`config.mk`:
```
export PLATFORM = sky130hd
export DESIGN_NAME = ha_token_fifo
export DESIGN_NICKNAME = d
export VERILOG_FILES = /design/src/rtl/ha_token_fifo.sv
export SDC_FILE = /design/constraint.sdc
export NUM_CORES = 1
export LEC_CHECK = 0
export CORE_AREA = 3 3 135 111
export CTS_BUF_LIST = sky130_fd_sc_hd__clkbuf_16
export CTS_CLUSTER_SIZE = 20
export DETAILED_ROUTE_END_ITERATION = 10
export DIE_AREA = 0 0 138 114
export MAX_ROUTING_LAYER = met4
export PLACE_DENSITY_LB_ADDON = 0.2
export SYNTH_ARGS = -nofsm -noshare
export SYNTH_HDL_FRONTEND = slang
export SYNTH_SLANG_ARGS = --single-unit
```
`constraint.sdc`:
```
create_clock -name clk -period 2.8 [get_ports clk]
set_input_delay 0.56 -clock clk [delete_from_list [all_inputs] [get_ports clk]]
set_output_delay 0.56 -clock clk [all_outputs]
set_load 0.01 [all_outputs]
```
`src/rtl/ha_token_fifo.sv`:
```
// Elastic token buffer between HA_INW and HA_TW: DEPTH slots, show-ahead head, occupancy and delivered-token counters.
// Latency: a push in cycle N is visible on DataOut_1 with Valid=1 in cycle N+1 (no empty bypass).
// Backpressure: DataIn_1_Ready depends only on registered Count (no ready pass-through); a pop at full frees a slot next cycle.
module ha_token_fifo #(
   parameter int DataIn_1_BW  = 32,
   parameter int DataOut_1_BW = 32,
   parameter int DEPTH        = 4,   // power of two, >= 2
   parameter int ADDR_W       = 2    // log2(DEPTH)
) (
   input  logic                    clk,
   input  logic                    rst,
   input  logic [DataIn_1_BW-1:0]  DataIn_1,
   input  logic                    DataIn_1_Valid,
   output logic                    DataIn_1_Ready,
   output logic [DataOut_1_BW-1:0] DataOut_1,
   output logic                    DataOut_1_Valid,
   input  logic                    DataOut_1_Ready,
   output logic [ADDR_W:0]         Count,
   output logic [31:0]             TokenCount
);

   localparam logic [ADDR_W-1:0] PTR_ONE = ADDR_W'(1);
   localparam logic [ADDR_W:0]   CNT_ONE = (ADDR_W+1)'(1);
   localparam logic [ADDR_W:0]   CNT_FULL = (ADDR_W+1)'(DEPTH);

   // Storage is DataOut_1_BW wide; width adaptation happens before the write.
   logic [DataOut_1_BW-1:0] mem [DEPTH];
   logic [ADDR_W-1:0]       rd_ptr;
   logic [ADDR_W-1:0]       wr_ptr;
   logic [DataOut_1_BW-1:0] wr_data;
   logic                    push;
   logic                    pop;

   // Zero-extend narrow input, or keep the low bits of a wide input.
   generate
      if (DataOut_1_BW > DataIn_1_BW) begin : g_widen
         assign wr_data = {{(DataOut_1_BW-DataIn_1_BW){1'b0}}, DataIn_1};
      end else begin : g_narrow
         assign wr_data = DataIn_1[DataOut_1_BW-1:0];
      end
   endgenerate

   // Full/empty come from Count alone; pointer equality is ambiguous when full.
   assign DataIn_1_Ready  = (Count != CNT_FULL);
   assign DataOut_1_Valid = (Count != '0);
   assign push            = DataIn_1_Valid && DataIn_1_Ready;
   assign pop             = DataOut_1_Valid && DataOut_1_Ready;

   // Show-ahead head; forced to zero while empty so stale/unreset slots never leak out.
   assign DataOut_1 = DataOut_1_Valid ? mem[rd_ptr] : '0;

   // Token write into the slot at the write pointer; storage itself needs no reset.
   always_ff @(posedge clk) begin
      if (!rst && push) begin
         mem[wr_ptr] <= wr_data;
      end
   end

   // Pointers, occupancy and delivered-token counter; reset drops any same-cycle handshake.
   always_ff @(posedge clk) begin
      if (rst) begin
         rd_ptr     <= '0;
         wr_ptr     <= '0;
         Count      <= '0;
         TokenCount <= '0;
      end else begin
         if (push) begin
            wr_ptr <= wr_ptr + PTR_ONE;
         end
         if (pop) begin
            rd_ptr     <= rd_ptr + PTR_ONE;
            TokenCount <= TokenCount + 32'd1;
         end
         if (push && !pop) begin
            Count <= Count + CNT_ONE;
         end else if (pop && !push) begin
            Count <= Count - CNT_ONE;
         end
      end
   end

endmodule

```
==> results.toml <==
[outcome]
run_status = "complete, no violations"

[setup_path]
critPathTopFamily = "buffers and inverters"
worstSetupStartpointType = "register"
timing_worst_setup_path_type = "register to output pin"
cp_max_fanout = 18
worst_path_largest_cell_delay_ps = 530
timing.critical_path.slowest_stage_cell = "sky130_fd_sc_hd__mux4_2"
worst-r2r-cell-count = 8
cp_data_arrival_time_ps = 2140
crit_path_end_kind = "output pin"
worstPathBufferInverterCount = 2
worstPathRequired_ps = 2240
crit-reg2reg-launch = "Count[0]$_SDFFE_PP0P_"
r2r_slack_ps = 510
critical_r2r_capture = "Count[2]$_SDFFE_PP0P_"
timing.critical_path.cells = "buf_12, mux4_2, nor2b_1, clkdlybuf4s50_1"

[floorplanning]
die-area_um2 = 15700
floorplan.die.height_um = 114
ioPinCount = 105
floorplan.initialDensity_pct = 49.9
placement_rows = 38
floorplan.die.width_um = 138
core-area_um2 = 13600

[global_route]
grt_usage_pct = 18.6
number_of_global_route_vias_before_repair = 4205
global_route_wire_length_before_repair_um = 22100
grt_remaining_overflow = 0
number_of_antenna_violations_at_the_first_check_in_global_routing = 0
grt_max_degree = 42

[yosys]
syn-num-nets = 474
ys_warn_count = 0
netlist_area_um2 = 6790
asyncSetResetFlopFracSynth_pct = 0
postSynth.topFlopCell = "sky130_fd_sc_hd__edfxtp_1"
yosys.cell_types.count = 32
syn_inst = 431
postSynthRegisterBits = 169
number_of_enable_flip_flop_cells_after_synthesis = 128
syn-mean-instance-area_um2 = 15.8
yosysSeqAreaShare_pct = 68.7

[route]
routed_wl_um = 13600
firstDrtPassIters = 4
ratio_of_routed_vias_to_standard_cells = 5.50
detailedRoute.firstIterationViolations = 338
vias = 4111
antenna_violating_nets_post_route = 0
drc = 0
detail_route.wl_per_cell_um = 18.2

[pwr]
ir_worst_vdd_v = 0.000589
total_power_mw = 7.61
power_per_cell_area_nw_per_um2 = 865
leakagePower_nw = 2.89

[timing]
clock_skew_ps = 8.36
totalNegativeSetupSlack_ps = 0
min_period_over_period_pct = 96.5
finalWorstPathRequiredPeriod_ps = 2700
final-max-slew-violation-count = 0
grt_setup_unrepaired = "no"
max_slew_margin_pct = 57.1
report.final.hold_viol_count = 0
timing_worst_slew_pin_value_ps = 641
clock.fmax_mhz = 370
timing.hold.ws_ps = 500
setup_viol = 0

[clocking]
clock-sinks = 169
cts.root.buffer_cell = "sky130_fd_sc_hd__clkbuf_16"
clock_tree.buffer_depth = 2
cts_tree = "built"
worst_setup_hold_path_clk_slew_ps = 60
clk_latency_ps = 410
total_number_of_h_tree_levels = 4
cts_inserted_buffers = 17

[hold_path]
min_delay_worst_endpoint = "TokenCount[26]$_SDFFE_PP0P_"
hp-class = "register to register"
hp-start = "TokenCount[26]$_SDFFE_PP0P_"
hold-path-cell-count = 2

[placed_design]
placed_cell_count = 714
hpwl_um = 8980
io_buffer_count = 104
gp_congestion = 0.767

[cells_and_area]
antenna_cells = 0
drive_gt1_share_pct = 16.2
area_delta_synth_final_pct = 29.5
layout.nets = 597
layout_common_cells = "sky130_fd_sc_hd__edfxtp_1 (128), sky130_fd_sc_hd__clkdlybuf4s50_1 (102), sky130_fd_sc_hd__dfxtp_1 (39)"
most_common_cell_after_layout_fill_and_taps_aside = "sky130_fd_sc_hd__edfxtp_1"
finalNonFillerCells = 747
utilization_pct = 64.7

[run]
cap_viol_max_count = 0
-- report_power, final --
group | switching, mW | internal, mW
logic | 0.990 | 1.25
clock network | 0.912 | 1.48
registers | 0.106 | 2.87
total | 2.01 | 5.60
-- through the flow --
| stage | instance area (µm²) | setup slack (ps) |
|---|---|---|
| 3_5_place_dp | 8170 | 177 |
| 4_1_cts | 8780 | 19.1 |
| 6_report | 8800 | 97.5 |
| 5_1_grt | 8800 | 5.93 |
| 2_1_floorplan | 6790 | 592 |
| 3_3_place_gp | 8170 | 250 |
-- routing by layer --
| layer | vias to the layer above | track usage, % | part of all wire (%) |
|---|---|---|---|
| li1 | 1932 | - | - |
| met1 | 2069 | 24.4 | 44 |
| met2 | 98 | 28.7 | 50 |
| met3 | 12 | 4.23 | 4.0 |
| met4 | 0 | 7.37 | 1.3 |
| met5 | - | - | 0 |
-- cells by family (layout without fill, tap and decap cells) --
family	count (synthesis)	after routing	share of synthesized area, %
adder cells (fa/ha/maj)	7	7	1.40
flip-flops	169	169	68.7
buffers and inverters	30	166	1.75
multiplexers	34	34	10.9
AO/OA/AOI/OAI	49	49	4.18
XOR/XNOR	13	13	1.68
AND/OR/NAND/NOR	129	129	11.4
-- registers in the layout, indices dropped and copies added (netlist names), named ones only --
name	flops
Count	3
TokenCount	32
rd_ptr	2
wr_ptr	2
mem	128
-- tightest hold or removal path, stage by stage (launching register included) --
cell and delay, ps:
sky130_fd_sc_hd__dfxtp_1 330, sky130_fd_sc_hd__o31ai_1 70, sky130_fd_sc_hd__a21oi_1 60
-- what timing repair did --
action / 4_1_cts / 5_1_grt
hold endpoints to repair: 0 / 0
gates resized for setup: 1 / 3
hold buffers: 0 / 0
endpoints found under the setup margin: 29 / 9
buffers inserted: 0 / 1
-- how the worst max path moves through the flow --
stage | slack (ps) | depth (start not counted) | to | start
global placement | 250 | 9 | Count[2]$_SDFFE_PP0P_ | DataOut_1_Ready
finish | 100 | 4 | DataOut_1[10] | register
CTS | 20 | 4 | DataOut_1[10] | register
global route | 6 | 4 | DataOut_1[5] | register
detailed placement | 180 | 9 | Count[2]$_SDFFE_PP0P_ | DataOut_1_Ready
floorplan | 590 | 9 | Count[2]$_SDFFE_PP0P_ | Count[0]$_SDFFE_PP0P_
-- Yosys cell counts, types with 13 or more instances --
| cell type | number | area share, % |
|---|---|---|
| sky130_fd_sc_hd__edfxtp_1 | 128 | 57 |
| sky130_fd_sc_hd__dfxtp_1 | 41 | 12 |
| sky130_fd_sc_hd__a21oi_1 | 25 | 1.8 |
| sky130_fd_sc_hd__mux4_2 | 32 | 11 |
| sky130_fd_sc_hd__o31ai_1 | 14 | 1.5 |
| sky130_fd_sc_hd__nand3_1 | 13 | 0.96 |
| sky130_fd_sc_hd__nor2_1 | 16 | 0.88 |
| sky130_fd_sc_hd__nand2_1 | 13 | 0.72 |
| sky130_fd_sc_hd__nor2b_1 | 33 | 3.0 |
| sky130_fd_sc_hd__or4_1 | 14 | 1.5 |
| sky130_fd_sc_hd__clkbuf_1 | 15 | 0.83 |
-- layout make-up --
type,instances,area (µm²)
Clock buffer,17,425
Clock inverter,15,181
Fill cell,999,4800
Inverter,10,37.5
Multi-Input combinational cell,232,2020
Sequential cell,169,4670
Tap cell,180,225
Timing Repair Buffer,124,1230
(Power assumes the default switching activity.)
